File: src/rtl/mem_arb_pkg.sv
// Shared types and constants for the I/D-cache memory arbiter.
//   BLOCK_WORDS : words per cache block (power of 2)
//   WORD_IDX_W  : width of a word index within a block
//   state_e     : arbiter FSM states
//   grant_e     : grant owner encoding
package mem_arb_pkg;

  localparam int unsigned BLOCK_WORDS = 8;
  localparam int unsigned WORD_IDX_W  = $clog2(BLOCK_WORDS);

  typedef enum logic [1:0] {
    IDLE    = 2'd0,
    I_FILL  = 2'd1,
    D_FILL  = 2'd2,
    D_WRITE = 2'd3
  } state_e;

  typedef enum logic {
    GRANT_I = 1'b0,
    GRANT_D = 1'b1
  } grant_e;

endpackage

File: src/rtl/mem_arbiter_if.sv
// Bus bundle between the two cache miss handlers, the arbiter and main memory.
//   I side : i_req, i_addr -> i_fill_valid, i_done
//   D side : d_req, d_wr, d_addr, d_wdata -> d_fill_valid, d_done
//   shared : fill_data, fill_word, busy
//   memory : mem_en, mem_wr, mem_addr, mem_wdata -> mem_rdata, mem_rvalid
// slave modport is the arbiter's view; master is the caches/memory view.
interface mem_arbiter_if
  import mem_arb_pkg::*;
#(
  parameter int unsigned ADDR_W = 16,
  parameter int unsigned DATA_W = 16
) ();

  logic                  i_req;
  logic [ADDR_W-1:0]     i_addr;
  logic                  i_fill_valid;
  logic                  i_done;

  logic                  d_req;
  logic                  d_wr;
  logic [ADDR_W-1:0]     d_addr;
  logic [DATA_W-1:0]     d_wdata;
  logic                  d_fill_valid;
  logic                  d_done;

  logic [DATA_W-1:0]     fill_data;
  logic [WORD_IDX_W-1:0] fill_word;
  logic                  busy;

  logic                  mem_en;
  logic                  mem_wr;
  logic [ADDR_W-1:0]     mem_addr;
  logic [DATA_W-1:0]     mem_wdata;
  logic [DATA_W-1:0]     mem_rdata;
  logic                  mem_rvalid;

  modport slave (
    input  i_req, i_addr, d_req, d_wr, d_addr, d_wdata, mem_rdata, mem_rvalid,
    output i_fill_valid, i_done, d_fill_valid, d_done, fill_data, fill_word,
           busy, mem_en, mem_wr, mem_addr, mem_wdata
  );

  modport master (
    output i_req, i_addr, d_req, d_wr, d_addr, d_wdata, mem_rdata, mem_rvalid,
    input  i_fill_valid, i_done, d_fill_valid, d_done, fill_data, fill_word,
           busy, mem_en, mem_wr, mem_addr, mem_wdata
  );

endinterface

File: src/rtl/mem_arbiter_rr_pick2.sv
// Two-way round-robin picker (combinational).
//   req_i, req_d : requests from the I and D sides
//   last_grant   : owner of the most recent grant
//   grant_valid  : some side is requesting
//   grant_sel    : chosen side; on a tie, the side that was not granted last
module rr_pick2
  import mem_arb_pkg::*;
(
  input  logic   req_i,
  input  logic   req_d,
  input  grant_e last_grant,
  output logic   grant_valid,
  output grant_e grant_sel
);

  always_comb begin
    grant_valid = req_i | req_d;
    grant_sel   = GRANT_I;
    if (req_i && req_d) begin
      grant_sel = (last_grant == GRANT_I) ? GRANT_D : GRANT_I;
    end else if (req_d) begin
      grant_sel = GRANT_D;
    end
  end

endmodule

File: src/rtl/mem_arbiter.sv
// Arbitrates one pipelined single-port memory between I-cache and D-cache
// miss handlers: 8-word block fills for either side, single-word D writes.
//   clk, rst : clock, synchronous active-high reset
//   bus      : mem_arbiter_if.slave (cache handshakes, fill return, memory port)
// Fill returns, done pulses and memory commands are decoded from the state
// registers and mem_rvalid in the same cycle.
module mem_arbiter
  import mem_arb_pkg::*;
#(
  parameter int unsigned ADDR_W = 16,
  parameter int unsigned DATA_W = 16
) (
  input  logic          clk,
  input  logic          rst,
  mem_arbiter_if.slave  bus
);

  // Byte offset bits within a block: word index plus byte-in-word.
  localparam int unsigned OFF_W = WORD_IDX_W + 1;
  localparam int unsigned BLK_W = ADDR_W - OFF_W;

  state_e                state_q, state_d;
  // Extra MSB marks "all reads issued" so issuing stops without a flag.
  logic [OFF_W-1:0]      issue_cnt_q, issue_cnt_d;
  logic [WORD_IDX_W-1:0] ret_cnt_q, ret_cnt_d;
  grant_e                last_grant_q, last_grant_d;
  logic [BLK_W-1:0]      blk_q, blk_d;

  logic   grant_valid;
  grant_e grant_sel;
  logic   last_word;

  rr_pick2 u_pick (
    .req_i       (bus.i_req),
    .req_d       (bus.d_req),
    .last_grant  (last_grant_q),
    .grant_valid (grant_valid),
    .grant_sel   (grant_sel)
  );

  assign last_word = (ret_cnt_q == WORD_IDX_W'(BLOCK_WORDS - 1));

  // State and counter registers.
  always_ff @(posedge clk) begin
    if (rst) begin
      state_q      <= IDLE;
      issue_cnt_q  <= '0;
      ret_cnt_q    <= '0;
      last_grant_q <= GRANT_I;
      blk_q        <= '0;
    end else begin
      state_q      <= state_d;
      issue_cnt_q  <= issue_cnt_d;
      ret_cnt_q    <= ret_cnt_d;
      last_grant_q <= last_grant_d;
      blk_q        <= blk_d;
    end
  end

  // Next state: grant in IDLE, count issued reads and returned words.
  always_comb begin
    state_d      = state_q;
    issue_cnt_d  = issue_cnt_q;
    ret_cnt_d    = ret_cnt_q;
    last_grant_d = last_grant_q;
    blk_d        = blk_q;
    case (state_q)
      IDLE: begin
        issue_cnt_d = '0;
        ret_cnt_d   = '0;
        if (grant_valid) begin
          last_grant_d = grant_sel;
          if (grant_sel == GRANT_D) begin
            blk_d   = bus.d_addr[ADDR_W-1:OFF_W];
            state_d = bus.d_wr ? D_WRITE : D_FILL;
          end else begin
            blk_d   = bus.i_addr[ADDR_W-1:OFF_W];
            state_d = I_FILL;
          end
        end
      end
      I_FILL, D_FILL: begin
        if (!issue_cnt_q[WORD_IDX_W]) begin
          issue_cnt_d = issue_cnt_q + OFF_W'(1);
        end
        if (bus.mem_rvalid) begin
          ret_cnt_d = ret_cnt_q + WORD_IDX_W'(1);
          if (last_word) begin
            state_d = IDLE;
          end
        end
      end
      D_WRITE: state_d = IDLE;
      default: state_d = IDLE;
    endcase
  end

  // Outputs: memory command, fill return and done pulses for the owner only.
  always_comb begin
    bus.mem_en       = 1'b0;
    bus.mem_wr       = 1'b0;
    bus.mem_addr     = ADDR_W'(0);
    bus.mem_wdata    = DATA_W'(0);
    bus.fill_data    = DATA_W'(0);
    bus.fill_word    = WORD_IDX_W'(0);
    bus.i_fill_valid = 1'b0;
    bus.i_done       = 1'b0;
    bus.d_fill_valid = 1'b0;
    bus.d_done       = 1'b0;
    bus.busy         = (state_q != IDLE);
    case (state_q)
      I_FILL, D_FILL: begin
        bus.mem_en   = !issue_cnt_q[WORD_IDX_W];
        bus.mem_addr = {blk_q, issue_cnt_q[WORD_IDX_W-1:0], 1'b0};
        if (bus.mem_rvalid) begin
          bus.fill_data = bus.mem_rdata;
          bus.fill_word = ret_cnt_q;
          if (state_q == D_FILL) begin
            bus.d_fill_valid = 1'b1;
            bus.d_done       = last_word;
          end else begin
            bus.i_fill_valid = 1'b1;
            bus.i_done       = last_word;
          end
        end
      end
      D_WRITE: begin
        bus.mem_en    = 1'b1;
        bus.mem_wr    = 1'b1;
        bus.mem_addr  = {bus.d_addr[ADDR_W-1:1], 1'b0};
        bus.mem_wdata = bus.d_wdata;
        bus.d_done    = 1'b1;
      end
      default: ;
    endcase
  end

endmodule

File: src/flat_wrapper.sv
// flat-port wrapper written by rule: the top's interface ports become plain ports
module mem_arbiter_flat import mem_arb_pkg::*;
#(
  parameter int unsigned ADDR_W = 16,
  parameter int unsigned DATA_W = 16
)
  (clk, rst, bus_i_req, bus_i_addr, bus_d_req, bus_d_wr, bus_d_addr, bus_d_wdata, bus_mem_rdata, bus_mem_rvalid, bus_i_fill_valid, bus_i_done, bus_d_fill_valid, bus_d_done, bus_fill_data, bus_fill_word, bus_busy, bus_mem_en, bus_mem_wr, bus_mem_addr, bus_mem_wdata);
  mem_arbiter_if #(.ADDR_W(ADDR_W), .DATA_W(DATA_W)) bus_i ();
  input  logic clk;
  input  logic rst;
  input wire logic [$bits(bus_i.i_req)-1:0] bus_i_req;
  input wire logic [$bits(bus_i.i_addr)-1:0] bus_i_addr;
  input wire logic [$bits(bus_i.d_req)-1:0] bus_d_req;
  input wire logic [$bits(bus_i.d_wr)-1:0] bus_d_wr;
  input wire logic [$bits(bus_i.d_addr)-1:0] bus_d_addr;
  input wire logic [$bits(bus_i.d_wdata)-1:0] bus_d_wdata;
  input wire logic [$bits(bus_i.mem_rdata)-1:0] bus_mem_rdata;
  input wire logic [$bits(bus_i.mem_rvalid)-1:0] bus_mem_rvalid;
  output wire logic [$bits(bus_i.i_fill_valid)-1:0] bus_i_fill_valid;
  output wire logic [$bits(bus_i.i_done)-1:0] bus_i_done;
  output wire logic [$bits(bus_i.d_fill_valid)-1:0] bus_d_fill_valid;
  output wire logic [$bits(bus_i.d_done)-1:0] bus_d_done;
  output wire logic [$bits(bus_i.fill_data)-1:0] bus_fill_data;
  output wire logic [$bits(bus_i.fill_word)-1:0] bus_fill_word;
  output wire logic [$bits(bus_i.busy)-1:0] bus_busy;
  output wire logic [$bits(bus_i.mem_en)-1:0] bus_mem_en;
  output wire logic [$bits(bus_i.mem_wr)-1:0] bus_mem_wr;
  output wire logic [$bits(bus_i.mem_addr)-1:0] bus_mem_addr;
  output wire logic [$bits(bus_i.mem_wdata)-1:0] bus_mem_wdata;
  assign bus_i.i_req = bus_i_req;
  assign bus_i.i_addr = bus_i_addr;
  assign bus_i.d_req = bus_d_req;
  assign bus_i.d_wr = bus_d_wr;
  assign bus_i.d_addr = bus_d_addr;
  assign bus_i.d_wdata = bus_d_wdata;
  assign bus_i.mem_rdata = bus_mem_rdata;
  assign bus_i.mem_rvalid = bus_mem_rvalid;
  assign bus_i_fill_valid = bus_i.i_fill_valid;
  assign bus_i_done = bus_i.i_done;
  assign bus_d_fill_valid = bus_i.d_fill_valid;
  assign bus_d_done = bus_i.d_done;
  assign bus_fill_data = bus_i.fill_data;
  assign bus_fill_word = bus_i.fill_word;
  assign bus_busy = bus_i.busy;
  assign bus_mem_en = bus_i.mem_en;
  assign bus_mem_wr = bus_i.mem_wr;
  assign bus_mem_addr = bus_i.mem_addr;
  assign bus_mem_wdata = bus_i.mem_wdata;
  mem_arbiter #(.ADDR_W(ADDR_W), .DATA_W(DATA_W)) u_core (.clk(clk), .rst(rst), .bus(bus_i));
endmodule
File: config.mk
export PLATFORM = sky130hd
export DESIGN_NAME = mem_arbiter_flat
export DESIGN_NICKNAME = d
export VERILOG_FILES = /design/src/rtl/mem_arb_pkg.sv /design/src/rtl/mem_arbiter_if.sv /design/src/rtl/mem_arbiter_rr_pick2.sv /design/src/rtl/mem_arbiter.sv /design/src/flat_wrapper.sv
export SDC_FILE = /design/constraint.sdc
export NUM_CORES = 1
export LEC_CHECK = 0
export CAP_MARGIN = 15
export CORE_ASPECT_RATIO = 1.4
export CORE_UTILIZATION = 30
export DETAILED_ROUTE_END_ITERATION = 7
export GPL_TIMING_DRIVEN = 0
export PLACE_DENSITY = 0.78
export SLEW_MARGIN = 20
export SYNTH_ARGS = -nofsm -noshare
export SYNTH_HDL_FRONTEND = slang
export SYNTH_SLANG_ARGS = --single-unit
export TNS_END_PERCENT = 20
File: constraint.sdc
create_clock -name clk -period 1.4 [get_ports clk]
set_input_delay 0.21 -clock clk [delete_from_list [all_inputs] [get_ports clk]]
set_output_delay 0.21 -clock clk [all_outputs]
set_load 0.05 [all_outputs]
* Word level (Yosys, flattened, before mapping)
Cells that the tools add are included.
** Storage, ports and cells
- Bits in registers :: 22
- Input bits :: 70
- Output and inout bits :: 58
- Logic and storage cells :: 61
** Operators by class
- $add $sub $neg :: 2
- Eq/ne operators :: 8
- Multiplexer cells :: 34
- Bitwise operators :: 1
- Reduce and logical (&&, ||, !) cells :: 10
** Operator list (number)
- $mux 16 :: 3
- $pmux 16 s2 :: 1
- $mux 1 :: 16
- $mux 12 :: 1
- $mux 3 :: 3
- $mux 2 :: 4
- $pmux 4 s2 :: 1
- $pmux 2 s3 :: 1
- $pmux 3 s2 :: 1
- $reduce_and 2->1 :: 3
- $add 4x1->4 const B :: 1
- $eq 2x2->1 const B :: 2
- $mux 4 :: 1
- $ne 2x1->1 const B :: 2
- $ne 2x2->1 const B :: 2
- $pmux 1 s2 :: 2
- $reduce_bool 2->1 :: 2
- $add 3x1->3 const B :: 1
- $eq 3x3->1 const B :: 1
- $reduce_and 3->1 :: 1
- $eq 2x1->1 const B :: 1
- $logic_not 2->1 :: 1
- $reduce_or 2->1 :: 1
- $logic_and 1x1->1 :: 1
- 2 further kinds :: 2

* Logic depth before layout (Yosys ltp)
- Depth after elaboration :: 5
- Depth in mapped cells :: 7
- Depth with buffers taken out :: 5

* Hierarchy
From an unflattened synthesis, not the netlist that was laid out.
** Unflattened totals
- Cell total of the unflattened synthesis :: 203
- Area, all modules :: 1649.1 um^2
** By module, submodules not included
- mem_arbiter :: instances 1, cells each 201, area each 1635.3 um^2, sequential area each 440.4 um^2
- rr_pick2 :: instances 1, cells each 2, area each 13.8 um^2, sequential area each 0.0 um^2

* Worst setup path after synthesis
No wires, ideal clock.
- Kind :: register to output
- Start :: register u_core.state_q[1]
- End :: output bus_i_done
- Data arrival time :: 2.271 ns
- Data required time :: 1.190 ns
- Slack :: -1.081 ns
- Stages on the path, launching flop included :: 7
- Path buffers :: 1
- Path through :: dfxtp_1 -> inv_1 -> ha_1 -> buf_2 -> and2_1 -> nor2b_1 -> and2_1
** On the way
- Word-level cells in the longest chain between the ends :: 4
- Elaborated cells between the ends (all ways) :: 6
- Classes of those cells :: eq/ne (2); mux (3); reduce/logical (1)
** RTL lines
- start, declared :: RTL line mem_arbiter.sv:22 : state_e state_q, state_d;
- start signal, assigned :: RTL line mem_arbiter.sv:52 : state_q <= state_d;
- $eq 2x2->1 :: RTL line mem_arbiter.sv:111, mem_arbiter.sv:118
- $mux 1 :: RTL line mem_arbiter.sv:118 : if (state_q == D_FILL) begin
- $mux 1 :: RTL line mem_arbiter.sv:115 : if (bus.mem_rvalid) begin
- $mux 1 * :: RTL line mem_arbiter.sv:111 : case (state_q)
- end, declared :: RTL line flat_wrapper.sv:20 : output wire logic [$bits(bus_i.i_done)-1:0] bus_i_done;
Mark *: on every way between the ends. The rest lies on a longest branch, timed or not.

* Final worst setup path
- Start :: register u_core.state_q[1]
- End :: output bus_mem_addr[14]
** On the way
- Word-level cells in the longest chain between the ends :: 3
- Elaborated cells between the ends (all ways) :: 5
- Classes of those cells :: eq/ne (3); mux (1); reduce/logical (1)
** RTL lines
- $eq 2x1->1 or $eq 2x2->1 (tied branches) :: RTL line mem_arbiter.sv:111
- $reduce_or 2->1 :: RTL line mem_arbiter.sv:111
- $pmux 16 s2 * :: RTL line mem_arbiter.sv:111
- end, declared :: RTL line flat_wrapper.sv:28 : output wire logic [$bits(bus_i.mem_addr)-1:0] bus_mem_addr;
Marks and branches as above.

==> results.json <==
{
  "status": "complete, but fails checks",
  "violations": "setup timing",
  "min_path_type": "in2reg",
  "setup-tns-final_ns": -21.82,
  "cp.arrival_ns": 1.64,
  "synthMuxAreaShare_pct": 1.28,
  "clock_latency_ns": 0.26,
  "slew_violations": 0,
  "setup_viol": 63,
  "dr.pass1.iters": 4,
  "grt_pass1_wl_mm": 9.34,
  "synth_xor_area_share_pct": 0,
  "cts_tree": "done",
  "ys.flop_type": "dfxtp_1",
  "crit_fanout": 7,
  "io_buffers": 121,
  "hold_ws_ns": 0.374,
  "grt.total_usage_pct": 21.2,
  "cts_buffers": 3,
  "crit_family": "buffers and inverters",
  "cts_buffer_depth": 2,
  "cpMostUsedCell": "buf_6",
  "netlist.area_leader.share_pct": 28.1,
  "synth_edf_count": 0,
  "grt_pass1_vias": 1952,
  "powerDensity_mw_per_mm2": 1710,
  "ios": 128,
  "path_class": "reg2out",
  "die-area_sq_mm": 0.00552,
  "slew_headroom_pct": 61.4,
  "fin_cells": 422,
  "power_uw": 6500,
  "post_dp_cell_area_sq_mm": 0.00305,
  "synthTopCellsByCount": "nor2_1, nand2_1, dfxtp_1, and3_1, and2_1",
  "grt_max_degree": 13,
  "cts.sinks": 22,
  "final_cell_area_sq_mm": 0.00381,
  "critical-path-slowest-cell": "dfxtp_4",
  "fin_ws_ns": -0.450,
  "yosysTopAreaCell": "dfxtp_1",
  "cts_max_level": 1,
  "rows": 30,
  "antenna_found_initial": 0,
  "fmaxAchievable_mhz": 541,
  "async_flop_share_pct": 0,
  "layout-drive-gt1-share_pct": 50.8,
  "ir_drop_v": 0.00115,
  "drt-total-wl_mm": 6.61,
  "yosysMostFrequentCell": "nor2_1",
  "cts-root-buf": "clkbuf_8",
  "wl_per_cell_um": 15.7,
  "finalClockSkew_ns": 0.00255,
  "hold_viol": 0,
  "drcViolationCount": 0,
  "dp_cells": 401,
  "crit_chain": "inv_4, ha_4, buf_8, buf_6, a22oi_2, nor2_4, buf_6",
  "syn_nets": 293,
  "synth_area_leaders": "dfxtp_1, nor2_1, a22oi_1",
  "die_w_um": 63.1,
  "area.growth.synth_to_final_pct": 143,
  "synthSimpleGateAreaFrac_pct": 34.4,
  "synth_area_sq_mm": 0.00157,
  "ctsHoldBuffers": 0,
  "grt.overflow.total": 0,
  "synth-adder-area-share_pct": 5.59,
  "regToRegSetupSlack_ns": -0.16,
  "grt_setup_unrepaired": "true",
  "ys_ff_latch": 22,
  "syn_inst": 216,
  "slowest_delay_ns": 0.37,
  "ant_nets": 0,
  "critPathBufInv": 4,
  "hpwl_mm": 4.40,
  "synth-compound-area-share_pct": 23.0,
  "synth_top_family_by_area": "simple AND/OR/NAND/NOR gates",
  "vias": 2181,
  "avgSynthCellArea_sq_um": 7.25,
  "nets": 436,
  "diodes": 0,
  "critPathLaunchType": "register",
  "viasPerCell": 5.17,
  "clkSlewWorstSetupHoldPaths_ns": 0.08,
  "dieHeight_um": 87.5,
  "leakage_uw": 0.00155,
  "critPathRequiredTime_ns": 1.19,
  "core_region_area_sq_mm": 0.00492,
  "finalCritPeriodShare_pct": 132,
  "ys.warnings.count": 0,
  "first_iter_violations": 53,
  "maxCapViolCount": 0,
  "tightest_slew_ns": 0.579,
  "end_kind": "primary output",
  "globalplace.congestion": 0.783,
  "ys_types": 29,
  "start_util_pct": 31.9,
  "ys_seq_area_share_pct": 28.1,
  "layout_min_cycle_time_ns": 1.85
}
==> logic make-up (layout without fill, tap and decap cells) <==
group,Yosys count,in the layout
mux,2,2
compound gates,48,48
simple gates,111,111
flops,22,22
buf+inv,25,167
fa+ha+maj,7,7
other cells,1,1
==> where the power goes <==
| part | switching [uW] | internal (uW) |
|---|---|---|
| logic | 2690 | 2370 |
| clock network | 213 | 251 |
| registers | 163 | 814 |
==> final timing paths <==
| check | depth (start not counted) | end | startpoint |
|---|---|---|---|
| max | 7 | bus_mem_addr[14] | u_core.state_q[1]$_SDFFE_PP0P_ |
| min | 2 | u_core.last_grant_q$_SDFFE_PP0P_ | bus_i_req |
| max reg2reg | 8 | u_core.issue_cnt_q[0]$_SDFFE_PP0P_ | u_core.state_q[1]$_SDFFE_PP0P_ |
| min reg2reg | 2 | u_core.blk_q[4]$_SDFFE_PP0P_ | u_core.blk_q[4]$_SDFFE_PP0P_ |
==> state kept, by name, indices dropped and copies added, names as in the netlist <==
name / cells
u_core.issue_cnt_q: 4
u_core.state_q: 2
u_core.blk_q: 12
u_core.ret_cnt_q: 3
u_core.last_grant_q: 1
==> cell type report <==
type | count | area, sq um
buffer | 20 | 253
clock buffer | 4 | 55.1
fill | 334 | 1110
inverter | 4 | 20.0
multi-input combinational | 169 | 1420
sequential | 22 | 448
tap | 64 | 80.1
timing repair buffer | 139 | 1540
==> through the flow <==
| stage | worst slack [ns] | utilization [%] |
|---|---|---|
| finish | -0.450 | 77.5 |
| detailed placement | -1.08 | 62.0 |
| global route | -0.487 | 77.5 |
| CTS | -0.465 | 71.9 |
| floorplan | -0.348 | - |
| global placement | -1.06 | 62.0 |
==> what timing repair did <==
item	CTS	global route
pin swaps	13	14
resized for setup	459	55
setup buffers	7	6
gates cloned	2	3
setup endpoints to repair	76	78
==> layout by cell type (no fill, tap or decap), types with 3 or more instances in the layout <==
master / instances
clkdlybuf4s50_1: 62
buf_6: 55
nand2_1: 26
dfxtp_1: 20
nor2_1: 18
and2_2: 16
buf_8: 15
a22oi_2: 15
nor2_4: 14
buf_4: 11
and3_1: 10
and3_4: 10
a311oi_1: 8
clkbuf_8: 6
nor2_2: 5
a311oi_2: 5
clkbuf_16: 4
a21oi_1: 3
nor2b_1: 3
o21ai_1: 3
ha_1: 3
ha_4: 3
==> layer usage <==
layer	track usage, %	up-vias	wire length (um)
met2	41.1	105	3550
met5	0	-	0
met1	22.7	1027	2470
li1	-	1036	-
met3	5.24	13	479
met4	4.65	0	115
Power figures use the tool's default switching activity.
